===== src/rtl/alu_pkg.sv =====
// Shared constants for the registered ALU: opcode encodings and default operand width.
package alu_pkg;

  localparam int DEFAULT_WIDTH = 4;

  localparam logic [1:0] OP_ADD = 2'b00;
  localparam logic [1:0] OP_OR  = 2'b01;
  localparam logic [1:0] OP_SUB = 2'b10;
  localparam logic [1:0] OP_XOR = 2'b11;

endpackage


===== src/rtl/alu_comb.sv =====
// Combinational ALU core: zero-extends A/B to 2*WIDTH bits and applies the selected operation.
// Optional flags (zero, borrow) are built when ALU_SEQ_FLAGS_EN is defined.
module alu_comb
  import alu_pkg::*;
#(
  parameter int WIDTH = DEFAULT_WIDTH
) (
  input  logic [WIDTH-1:0]   a,
  input  logic [WIDTH-1:0]   b,
  input  logic [1:0]         opcode,
`ifdef ALU_SEQ_FLAGS_EN
  output logic               zero,
  output logic               borrow,
`endif
  output logic [2*WIDTH-1:0] result
);

  logic [2*WIDTH-1:0] a_ext;
  logic [2*WIDTH-1:0] b_ext;

  assign a_ext = {{WIDTH{1'b0}}, a};
  assign b_ext = {{WIDTH{1'b0}}, b};

  always_comb begin
    // NOTE: result gets a value on every path (default branch included) so no latch is inferred.
    result = '0;
    unique case (opcode)
      OP_ADD:  result = a_ext + b_ext;
      OP_OR:   result = a_ext | b_ext;
      OP_SUB:  result = a_ext - b_ext;   // wraps modulo 2^(2*WIDTH) when b > a
      OP_XOR:  result = a_ext ^ b_ext;
      default: result = '0;
    endcase
  end

`ifdef ALU_SEQ_FLAGS_EN
  assign zero   = (result == '0);
  assign borrow = (opcode == OP_SUB) && (b > a);
`endif

endmodule


===== src/rtl/alu_seq.sv =====
// Registered 4-operation ALU: result appears one clock after operands/opcode are sampled.
// Define ALU_SEQ_FLAGS_EN to add registered zero and borrow flag outputs.
module alu_seq
  import alu_pkg::*;
#(
  parameter int WIDTH = DEFAULT_WIDTH
) (
  input  logic               clk,
  input  logic               rst,
  input  logic [WIDTH-1:0]   A,
  input  logic [WIDTH-1:0]   B,
  input  logic [1:0]         opcode,
`ifdef ALU_SEQ_FLAGS_EN
  output logic               zero,
  output logic               borrow,
`endif
  output logic [2*WIDTH-1:0] out
);

  logic [2*WIDTH-1:0] result;
`ifdef ALU_SEQ_FLAGS_EN
  logic zero_next;
  logic borrow_next;
`endif

  alu_comb #(.WIDTH(WIDTH)) u_core (
    .a      (A),
    .b      (B),
    .opcode (opcode),
`ifdef ALU_SEQ_FLAGS_EN
    .zero   (zero_next),
    .borrow (borrow_next),
`endif
    .result (result)
  );

  // rst is active-low and asynchronous: out clears immediately, independent of clk.
  always_ff @(posedge clk or negedge rst) begin
    if (!rst) begin
      out <= '0;
    end else begin
      // NOTE: non-blocking assignment so every register samples pre-edge values.
      out <= result;
    end
  end

`ifdef ALU_SEQ_FLAGS_EN
  always_ff @(posedge clk or negedge rst) begin
    if (!rst) begin
      zero   <= 1'b0;
      borrow <= 1'b0;
    end else begin
      zero   <= zero_next;
      borrow <= borrow_next;
    end
  end
`endif

endmodule


===== config.mk =====
export PLATFORM = sky130hd
export DESIGN_NAME = alu_seq
export DESIGN_NICKNAME = d
export VERILOG_FILES = /design/src/rtl/alu_pkg.sv /design/src/rtl/alu_comb.sv /design/src/rtl/alu_seq.sv
export SDC_FILE = /design/constraint.sdc
export NUM_CORES = 1
export LEC_CHECK = 0
export BUFFER_PORTS_ARGS = -buffer_cell sky130_fd_sc_hd__buf_2
export CAP_MARGIN = 20
export CELL_PAD_IN_SITES_DETAIL_PLACEMENT = 0
export CELL_PAD_IN_SITES_GLOBAL_PLACEMENT = 2
export CORE_UTILIZATION = 31
export DETAILED_ROUTE_END_ITERATION = 16
export PLACE_DENSITY_LB_ADDON = 0.08
export SETUP_SLACK_MARGIN = 0.3
export SLEW_MARGIN = 40
export SYNTH_ARGS = -nofsm -noshare
export SYNTH_HDL_FRONTEND = slang
export SYNTH_SLANG_ARGS = --single-unit

===== constraint.sdc =====
create_clock -name clk -period 1.4 [get_ports clk]
set_input_delay 0.21 -clock clk [delete_from_list [all_inputs] [get_ports clk]]
set_output_delay 0.21 -clock clk [all_outputs]
set_load 0.01 [all_outputs]

==> results, run 1 <==
- The number of flip-flops in the largest register is 6.
- The initial DRC count is 5.
- The most numerous cell in the Yosys netlist is sky130_fd_sc_hd__ha_1.
- The largest registers in the layout are out x6.
- Entering global routing, the biggest net connects 12 pins.
- The wire length reported by the detailed router is 1.300 mm.
- The synthesized design contains 0 enable-type register cells.
- The initial core utilization is 0.3464.
- After technology mapping, the gate count stands at between 60 and 70.
- For the pin with the worst max-slew slack, the measured transition is 0.3279 ns.
- For the worst setup path, the data arrival time is 1.40 ns.
- Across every metal layer, demand over resource in global routing totals 0.1473.
- The routability congestion estimate from global placement is about 0.75.
- The number of antenna-violating nets in the routed design is 0.
- For the final routed database, the setup TNS stands at 0 ns.
- After global routing the overflow that remains totals 0.
- Sorting the synthesized cells by area gives the leading types as sky130_fd_sc_hd__dfrtp_1 (24%), sky130_fd_sc_hd__ha_1 (24%), sky130_fd_sc_hd__fa_1 (6.3%), sky130_fd_sc_hd__inv_1 (5.4%), sky130_fd_sc_hd__o21ai_0 (4.8%).
- For the worst setup path, the data required time is between 1.5 and 2 ns.
- TritonCTS built the clock tree.
- The nature of the critical path startpoint is a primary input.
- The count of different cell masters after synthesis is 24.
- Setup repair after global routing could not meet its margin everywhere.
- Across the VDD grid, the largest voltage drop is around 310 uV.
- Synthesis produced a netlist with a net count of 94.
- Measured on the finished design, the core utilization comes to 0.5457.
- Setup violations remaining at the end of the flow were counted as 0.
- The analysis attributes to cell leakage a power of 0.4845 nW.
- The initialized floorplan defines 15 standard-cell rows.
- The commonest cells after synthesis are sky130_fd_sc_hd__ha_1 (12), sky130_fd_sc_hd__inv_1 (9), sky130_fd_sc_hd__dfrtp_1 (6), sky130_fd_sc_hd__nor2_1 (6), sky130_fd_sc_hd__o21ai_0 (6).
- The die is 47.10 um wide.
- The clock passes through at most 2 buffers.
- The number of antenna violations at the first check in global routing is 0.
- Port buffering added 19 buffers.
- The via count of the first global-routing pass is roughly 520.
- The leading area contributor after synthesis is sky130_fd_sc_hd__dfrtp_1.
- The netlist area before placement is between 600 and 700 um^2.
- The number of max-slew violations in the final report came to 0.
- CTS built an H-tree with a depth of 1.
- Dividing the final minimum period by the clock period gives 0.9155.
- The via count normalized by instance count is roughly 4.4.
- The number of top-level design ports is 20.
- The count of nets after finishing is 127.
- Total power for the finished layout comes to 641.5 uW.
- Headroom to the max-slew limit came out at 0.7814.
- Detailed placement ended at an HPWL of between 1 and 1.5 mm.
- The peak clock frequency supported by timing is between 0.7 and 0.8 GHz.
- The floorplan step defined a die boundary enclosing roughly 2200 um^2.
- The number of endpoints with negative hold slack in the final report is 0.
- Of the post-synthesis cell area, the dominant cell type holds 0.2381.
- For the finished layout, the period the worst path requires is ~1.3 ns.
- The most used flip-flop cell after synthesis is sky130_fd_sc_hd__dfrtp_1.
- The repair_antennas step left the layout with diodes totalling 0.
- The critical path class is in2reg.
- The run finished with clean final reports.
- The maximum fanout along the worst path is 3.
- The global-route wire length before repair is 2.118 mm.
- The path category of the worst min-delay check is in2reg.
- Of the cells placed in the final design, the portion with a size suffix greater than 1 is 0.5758.
- The overall die height is roughly 47 um.
- The power per standard cell area is about 650 nW/um^2.
- The average detailed-routed wire length per instance is 10.48 um.
- The DRC violation count after routing is 0.
- The share of the Yosys chip area taken by registers is 0.2381.
- The flop and latch count out of synthesis is 6.
- STA classifies the critical path endpoint as a flip-flop.
- For this run, asynchronously set or reset flops after synthesis account for 1.000.
- The clock net in this run drives a total of 6 sinks.
- The placeable core area is 1821 um^2.
- The number of clock buffers added by TritonCTS is 3.
- The synthesized area divided by synthesized cell count is about 9 um^2.
- The number of search-and-repair iterations in the first detailed-routing pass is 3.
- Clock-pin slew was measured on the worst setup and hold paths at 0.04 ns.
- The register containing the most flip-flops in the final layout is out.
- The relative area change from synthesis to final layout is 57.54%.
- Yosys printed 0 warnings.
- The number of vias in the routed layout is 542.
- The cell chosen for the clock root is sky130_fd_sc_hd__clkbuf_4.
- The max-capacitance violation count is 0.
## path summary, 6_finish.rpt
| check | start | endpoint | slack, ns | depth (start not counted) |
|---|---|---|---|---|
| max | B[2] | out[3]$_DFF_PN0_ | 0.12 | 7 |
| min | opcode[1] | out[1]$_DFF_PN0_ | 0.26 | 2 |
| max in group asynchronous | rst | out[3]$_DFF_PN0_ | 0.94 | 2 |
| min in group asynchronous | rst | out[2]$_DFF_PN0_ | 0.33 | 2 |
## routing by layer
layer / up-vias / global-route usage / wire length (um)
met2: 17 / 0.2500 / 637
met1: 236 / 0.1752 / 583
met4: 0 / 0.1029 / 31
met3: 4 / 0.01154 / 48
li1: 285 / - / -
met5: - / 0 / 0
## critical path, cell delays in order
cell and delay, ns:
sky130_fd_sc_hd__buf_2 0.10, sky130_fd_sc_hd__inv_2 0.05, sky130_fd_sc_hd__ha_4 0.29, sky130_fd_sc_hd__inv_4 0.04, sky130_fd_sc_hd__a2111oi_4 0.34, sky130_fd_sc_hd__mux2i_1 0.12, sky130_fd_sc_hd__a211o_1 0.24
## metrics by stage
stage	setup WS (ns)	hold WS, ns	cell area [um^2]	std cells
6_report	0.1183	0.2629	993.5	124
5_1_grt	0.07389	0.2835	993.5	124
4_1_cts	0.1080	0.2633	972.2	122
3_5_place_dp	-0.2612	0.03409	887.1	117
3_3_place_gp	-0.2499	0.03325	887.1	117
2_1_floorplan	0.08676	-0.08559	715.7	68
## layout by cell type (no fill, tap or decap), types with 3 or more instances in the layout
master,count
sky130_fd_sc_hd__buf_2,15
sky130_fd_sc_hd__inv_1,3
sky130_fd_sc_hd__nor2_1,4
sky130_fd_sc_hd__o21ai_0,3
sky130_fd_sc_hd__ha_1,8
sky130_fd_sc_hd__dfrtp_1,6
sky130_fd_sc_hd__inv_2,4
sky130_fd_sc_hd__buf_6,3
sky130_fd_sc_hd__clkbuf_4,3
sky130_fd_sc_hd__buf_4,11
sky130_fd_sc_hd__ha_4,4
sky130_fd_sc_hd__nand2_1,5
## power by group
part,internal (mW),leakage (nW),switching (mW)
combinational,0.151,0.398,0.138
sequential,0.194,0.0727,0.00449
clock,0.0966,0.0138,0.0568
total,0.442,0.484,0.199
## logic make-up (layout without fill, tap and decap cells)
group                      count (synthesis)  count (layout)  synth area share
buffers and inverters                     14              45           0.09523
and+or+nand+nor                           18              18            0.1488
adders and majority gates                 14              14            0.3016
AOI/OAI and AO/OA                         12              12            0.1508
muxes                                      3               3           0.05159
DFF                                        6               6            0.2381
xor gates and xnor gates                   1               1           0.01389
## cell type report
type                       instances  area (um^2)
fill                             179        827.0
inverter                          10        56.30
clock buffer                       3        22.52
tap                               25        31.28
timing repair buffer              32        231.5
multi-input combinational         48        501.7
sequential                         6        150.1
## what timing repair did
action	CTS	global route
buffers inserted	1	2
gates resized for setup	15	3
hold buffers	1	0
pin swaps	8	8
endpoints found under the hold margin	6	0
endpoints found under the setup margin	5	5
Note: power is estimated with default switching activity, not from simulation.
==> run 2, diff against run 1 <==
--- a/config.mk
+++ b/config.mk
@@ -5,10 +5,11 @@
 export SDC_FILE = /design/constraint.sdc
 export NUM_CORES = 1
 export LEC_CHECK = 0
-export BUFFER_PORTS_ARGS = -buffer_cell sky130_fd_sc_hd__buf_2
+export BUFFER_PORTS_ARGS = -buffer_cell sky130_fd_sc_hd__buf_4
 export CAP_MARGIN = 20
 export CELL_PAD_IN_SITES_DETAIL_PLACEMENT = 0
 export CELL_PAD_IN_SITES_GLOBAL_PLACEMENT = 2
+export CORE_MARGIN = 4
 export CORE_UTILIZATION = 31
 export DETAILED_ROUTE_END_ITERATION = 16
 export PLACE_DENSITY_LB_ADDON = 0.08
==> run 2 against run 1 <==
Against the previous run:
- sequential share of layout area down 0.39 points
- global-route usage down 2.7 points
- worst hold slack worse by 0.034 ns
- sequential power about the same
- largest power group unchanged
- power up 1.9%
- final area up 2.6%
- flip-flop and latch count unchanged
- setup slack better by 0.010 ns
==> results, run 2 (synthesized netlist as in run 1, its figures left out) <==
- The path category of the worst min-delay check is in2reg.
- For this run, the share of the core covered by cells in the final layout is 0.5251.
- The clock drives 6 sinks.
- The via count of the first global-routing pass came to 559.
- 0 antenna diodes ended up in the layout.
- The total routing usage reported by global routing is 0.1206.
- Counting both buffers and inverters, the worst setup path holds a total of 2.
- The number of antenna-violating nets in the routed design is 0.
- The slowest stage of the critical path is the sky130_fd_sc_hd__ha_4 cell.
- The maximum fanout along the worst path is 3.
- The combinational group share of total power is 0.461.
- The TritonCTS buffer count is 3.
- After routing, the total negative slack on setup checks comes to 0 ns.
- The final layout contains 125 nets.
- The minimum period implied by the final worst setup slack is 1.271 ns.
- The critical path class is in2reg.
- The internal power consumption is between 400 and 500 uW.
- The number of placement rows is 16.
- Entering global routing, the biggest net connects 12 pins.
- Max-cap violations in this run came to 0.
- After detailed routing, the number of remaining DRC violations is 0.
- Headroom to the max-slew limit came out at 0.8159.
- For this block, the initial DRC count from the detailed router was 4.
- For this design the total switching power over the nets is 197.6 uW.
- The post-CTS clock slew at the launch and capture registers of the worst setup and hold paths is 0.04 ns.
- Based on the critical path, the design can be clocked at up to 0.7866 GHz.
- The post-route clock period utilization is 0.9080.
- The die covers roughly 2800 um^2.
- The share of total power dissipated in sequential elements is 0.306.
- The number of antenna violations at the first check in global routing is 0.
- The number of endpoints with negative hold slack in the final report came to 0.
- In this run the power density over the cells is about 640 nW/um^2.
- For the pin with the worst max-slew slack, the measured transition is 0.2762 ns.
- The tree is rooted in a sky130_fd_sc_hd__clkbuf_4.
- Of the total power, the clock network draws 0.232.
- The remaining global-route overflow is 0.
- TritonCTS built the clock tree.
- The top cell types in the final layout, fill and taps aside, are sky130_fd_sc_hd__buf_4 (24), sky130_fd_sc_hd__ha_1 (8), sky130_fd_sc_hd__dfrtp_1 (6), sky130_fd_sc_hd__nand2_1 (5), sky130_fd_sc_hd__nor2_1 (5).
- At the end of routability-driven placement, the weighted congestion stood at 0.7424.
- The worst setup path is captured at a flip-flop.
- The final layout contains routed wiring with a total length of 1.434 mm.
- Of the total power, the share spent switching nets is 0.3024.
- The overall die height is 53.10 um.
- The required time at the endpoint of the critical path is 1.51 ns.
- In this run the static leakage power is slightly below 0.5 nW.
- The register containing the most flip-flops in the final layout is out.
- The via count normalized by instance count is 4.468.
- The number of buffers inserted by port buffering is 19.
- The number of max-slew violations in the final report is 0.
- The most frequent standard cell in the layout excluding fill and tap cells is sky130_fd_sc_hd__buf_4.
- The number of top-level design ports is 20.
- The maximum vdd ir drop is 484.9 uV.
- The signal on the critical path passes through buf_6 -> clkinvlp_4 -> ha_4 -> a21o_1 -> a21oi_2 -> xnor2_1 -> a211o_1.
- The number of vias in the routed layout is between 500 and 600.
- The delay contributed by the slowest stage of the critical path is 0.28 ns.
- The number of flip-flops in the largest register is 6.
- The number of H-tree levels is 1.
- Setup repair after global routing could not meet its margin everywhere.
- The average detailed-routed wire length per instance is 11.56 um.
- Of the cells placed in the final design, the portion with a size suffix greater than 1 is 0.5464.
- Detailed placement finished with a half-perimeter wire length of between 1 and 1.5 mm.
- The flow ran to the end, and the final reports show no timing, DRC or antenna violations.
- The initial utilization of the core area, before any placement, comes to 0.3247.
- The global-route wire length before repair is about 2.4 mm.
- The largest registers in the layout are out x6.
- The nature of the critical path startpoint is a primary input.
- The placeable core area is 1942 um^2.
- Among cell families on the critical path, the largest total delay comes from compound AO/OA/AOI/OAI gates.
- The overall die width is between 50 and 60 um.
- The largest buffer count on any clock path is 2.
- The relative area change from synthesis to final layout is 61.71%.
- Setup violations remaining at the end of the flow were counted as 0.
- The number of search-and-repair iterations in the first detailed-routing pass is 4.
- The endpoint arrival time on the critical path is roughly 1.4 ns.
==> run 2: through the flow <==
step                setup WS (ns)  cells  power, mW  hold slack [ns]  instance area [um^2]
floorplan                 0.08676     68     0.3665         -0.08559                 715.7
global placement          -0.1723    119     0.4864          0.01818                 937.1
detailed placement        -0.1743    119     0.4874          0.01955                 937.1
CTS                        0.1354    123     0.6644           0.2225                  1012
global route              0.07878    124     0.7098           0.2485                  1020
finish                     0.1287    124     0.6533           0.2290                  1020
==> run 2: worst paths after layout <==
kind	slack, ns	to	from	cells past startpoint
max in group asynchronous	0.96	out[3]$_DFF_PN0_	rst	2
hold / removal	0.23	out[1]$_DFF_PN0_	opcode[1]	2
min in group asynchronous	0.33	out[1]$_DFF_PN0_	rst	2
setup / recovery	0.13	out[3]$_DFF_PN0_	A[1]	7
==> run 2: metal layers <==
metal	global-route usage	up-vias	part of all wire
li1	-	278	-
met1	0.1404	259	0.41
met2	0.2045	15	0.54
met3	0.03662	2	0.036
met4	0.04681	0	0.013
met5	0	-	0
==> run 2: power by group through the flow <==
stage	clock network (mW)	logic [mW]	registers, mW
final	0.152	0.301	0.200
after global routing	0.172	0.336	0.202
after floorplan	0	0.153	0.214
after detailed placement	0	0.285	0.203
after global placement	0	0.284	0.203
after CTS	0.159	0.305	0.200
==> run 2: final cells by class <==
type	instances	area (um^2)
fill	202	922.1
multi-input combinational	48	495.5
timing repair buffer	30	259.0
sequential	6	150.1
inverter	10	58.81
tap	27	33.78
clock buffer	3	22.52
==> run 2: timing repair <==
| item | CTS | global route |
|---|---|---|
| hold buffers | 1 | 0 |
| gates resized for setup | 14 | 0 |
| pin swaps | 9 | 3 |
| endpoints found under the hold margin | 6 | 0 |
| endpoints found under the setup margin | 5 | 5 |
| buffers inserted | 0 | 1 |
==> run 3, diff against run 2 <==
--- a/config.mk
+++ b/config.mk
@@ -13,6 +13,7 @@
 export CORE_UTILIZATION = 31
 export DETAILED_ROUTE_END_ITERATION = 16
 export PLACE_DENSITY_LB_ADDON = 0.08
+export RECOVER_POWER = 50
 export SETUP_SLACK_MARGIN = 0.3
 export SLEW_MARGIN = 40
 export SYNTH_ARGS = -nofsm -noshare
==> run 3 against run 2 <==
Against the previous run:
- die area stayed put
- combinational power is 3% lower
- sequential power hardly changed
- fmax hardly changed
- final area is 1.5% lower
- critical path type unchanged
- first-iteration DRC count stayed put
- final cell count stayed put
- highest routed layer unchanged
- setup slack hardly changed
==> results, run 3 (synthesized netlist as in run 1, its figures left out) <==
- Along the worst path, the maximum fanout reaches 3.
- The post-route clock period utilization is 0.9081.
- The filler cell count in the final layout is 208.
- The number of instances in the placed design is around 120.
- The floorplan has 16 rows.
- The run finished with clean final reports.
- The post-CTS clock slew at the launch and capture registers of the worst setup and hold paths is 0.04 ns.
- For this run, design rule violations remaining after detail routing come to 0.
- In the final layout, the registers with the most flip-flops are out x6.
- The relative area change from synthesis to final layout is 59.32%.
- The number of H-tree levels is 1.
- Once layout is complete, the cells apart from fillers number 124.
- After detailed routing, the average wire length per cell comes to about 12 um.
- Max-cap violations in this run came to 0.
- The number of buffers inserted by port buffering is 19.
- The required time at the endpoint of the critical path is approximately 1.5 ns.
- The number of antenna repair diodes is 0.
- The detailed placement HPWL is roughly 1.2 mm.
- The worst hold path belongs to the class in2reg.
- The largest buffer count on any clock path is 2.
- The wire length reported by the detailed router is 1.437 mm.
- The number of antenna-violating nets in the routed design is 0.
- The number of search-and-repair iterations in the first detailed-routing pass is 4.
- The power per standard cell area is around 640 nW/um^2.
- The share of the core filled with cells in the final layout is 0.5174.
- The number of vias in the routed layout is ~550.
- In the layout the commonest cells are sky130_fd_sc_hd__buf_4 (20), sky130_fd_sc_hd__ha_1 (8), sky130_fd_sc_hd__dfrtp_1 (6), sky130_fd_sc_hd__nand2_1 (5), sky130_fd_sc_hd__nor2_1 (5).
- The most frequent standard cell in the layout excluding fill and tap cells is sky130_fd_sc_hd__buf_4.
- For this run, the total global-route usage over all layers was measured as 0.1206.
- The net count of the finished layout is 125.
- TritonCTS built the clock tree.
- The number of endpoints failing setup at the final stage is 0.
- The nature of the critical path startpoint is a primary input.
- The source of the critical timing path is A[1].
- Final hold analysis gives a worst-case slack of 0.2290 ns.
- The number of sinks handled by clock tree synthesis is 6.
- The global-route wire length before repair is 2.449 mm.
- The via count normalized by instance count is 4.452.
- The routability congestion estimate from global placement is 0.7424.
- The worst setup path is captured at a flip-flop.
- Of the cells placed in the final design, the portion with a size suffix greater than 1 is 0.5052.
- Clock tree synthesis selected as its root buffer the cell sky130_fd_sc_hd__clkbuf_4.
- Setup repair after global routing could not meet its margin everywhere.
- The maximum vdd ir drop is 483.3 uV.
- The overall die height is 53.10 um.
- After global routing the overflow that remains totals 0.
- Data arrives at the worst endpoint at 1.38 ns.
- The beginning of the worst hold path is opcode[1].
- The number of top-level design ports is 20.
- Timing would allow up to 0.7866 GHz.
- The overall die width is 53.10 um.
- The minimum period implied by the final worst setup slack is between 1 and 1.5 ns.
- The floorplan step defined a core boundary enclosing 1942 um^2.
- The largest net degree at the start of global routing is 12.
- The number of antenna violations at the first check in global routing is 0.
- The die covers 2820 um^2.
- The measured slew at the worst slew-check pin is 0.3053 ns.
- After layout, the design draws a total of 642.3 uW.
- Headroom to the max-slew limit came out at 0.7965.
- The pre-CTS setup slack is -0.1743 ns.
- The leakage power summed over all cells is around 0.47 nW.
- The initial DRC count is 4.
- The via count of the first global-routing pass is 559.
- The TritonCTS buffer count is 3.
- The register with the most flip-flops in the layout has 6 of them.
- For this configuration, the core starts out at a cell density of 0.3247.
- The setup path with the least slack is of type in2reg.
- Once routing completed, OpenROAD measured the worst setup slack at 0.1287 ns.
- The register containing the most flip-flops in the final layout is out.
- The number of max-slew violations in the final report is 0.
- The number of endpoints with negative hold slack in the final report was 0.
==> run 3: layout make-up <==
| type | instances | area [um^2] | share of cell area |
|---|---|---|---|
| well taps | 27 | 33.78 | 0.03362 |
| inverters | 10 | 58.81 | 0.05853 |
| repair buffers | 30 | 244.0 | 0.2428 |
| multi-input cells | 48 | 495.5 | 0.4932 |
| clock buffers | 3 | 22.52 | 0.02242 |
| flip-flops and latches | 6 | 150.1 | 0.1494 |
==> run 3: metrics by stage <==
step / instance area (um^2) / TNS, ns
detailed placement: 937.1 / -0.6401
finish: 1005 / 0
global route: 1005 / 0
global placement: 937.1 / -0.6179
CTS: 1012 / 0
floorplan: 715.7 / 0
==> run 3: power by group <==
| group | leakage, nW | total (mW) | switching (mW) | internal [mW] |
|---|---|---|---|---|
| clock | 0.0138 | 0.152 | 0.0554 | 0.0965 |
| sequential | 0.0727 | 0.200 | 0.00567 | 0.194 |
| combinational | 0.386 | 0.291 | 0.137 | 0.154 |
==> run 3: worst max-delay path, stage by stage <==
cell and delay, ns:
sky130_fd_sc_hd__buf_6 0.09, sky130_fd_sc_hd__clkinvlp_4 0.12, sky130_fd_sc_hd__ha_4 0.28, sky130_fd_sc_hd__a21o_1 0.18, sky130_fd_sc_hd__a21oi_2 0.15, sky130_fd_sc_hd__xnor2_1 0.07
sky130_fd_sc_hd__a211o_1 0.27
==> run 3: worst paths after layout <==
path,end,depth (start not counted)
min,out[1]$_DFF_PN0_,2
max,out[3]$_DFF_PN0_,7
max in group asynchronous,out[3]$_DFF_PN0_,2
min in group asynchronous,out[1]$_DFF_PN0_,2
==> run 3: per-layer routing <==
layer,global-route usage,wire length (um)
met1,0.1404,596
met3,0.03662,53
met5,0,0
met2,0.2045,767
met4,0.04681,19
==> run 3: repair_timing <==
action                                  in CTS  in global routing
setup buffers                                0                  1
hold buffers                                 1                  0
pin swaps                                    9                  3
gates resized for setup                     14                  0
endpoints found under the hold margin        6                  0
endpoints found under the setup margin       5                  5
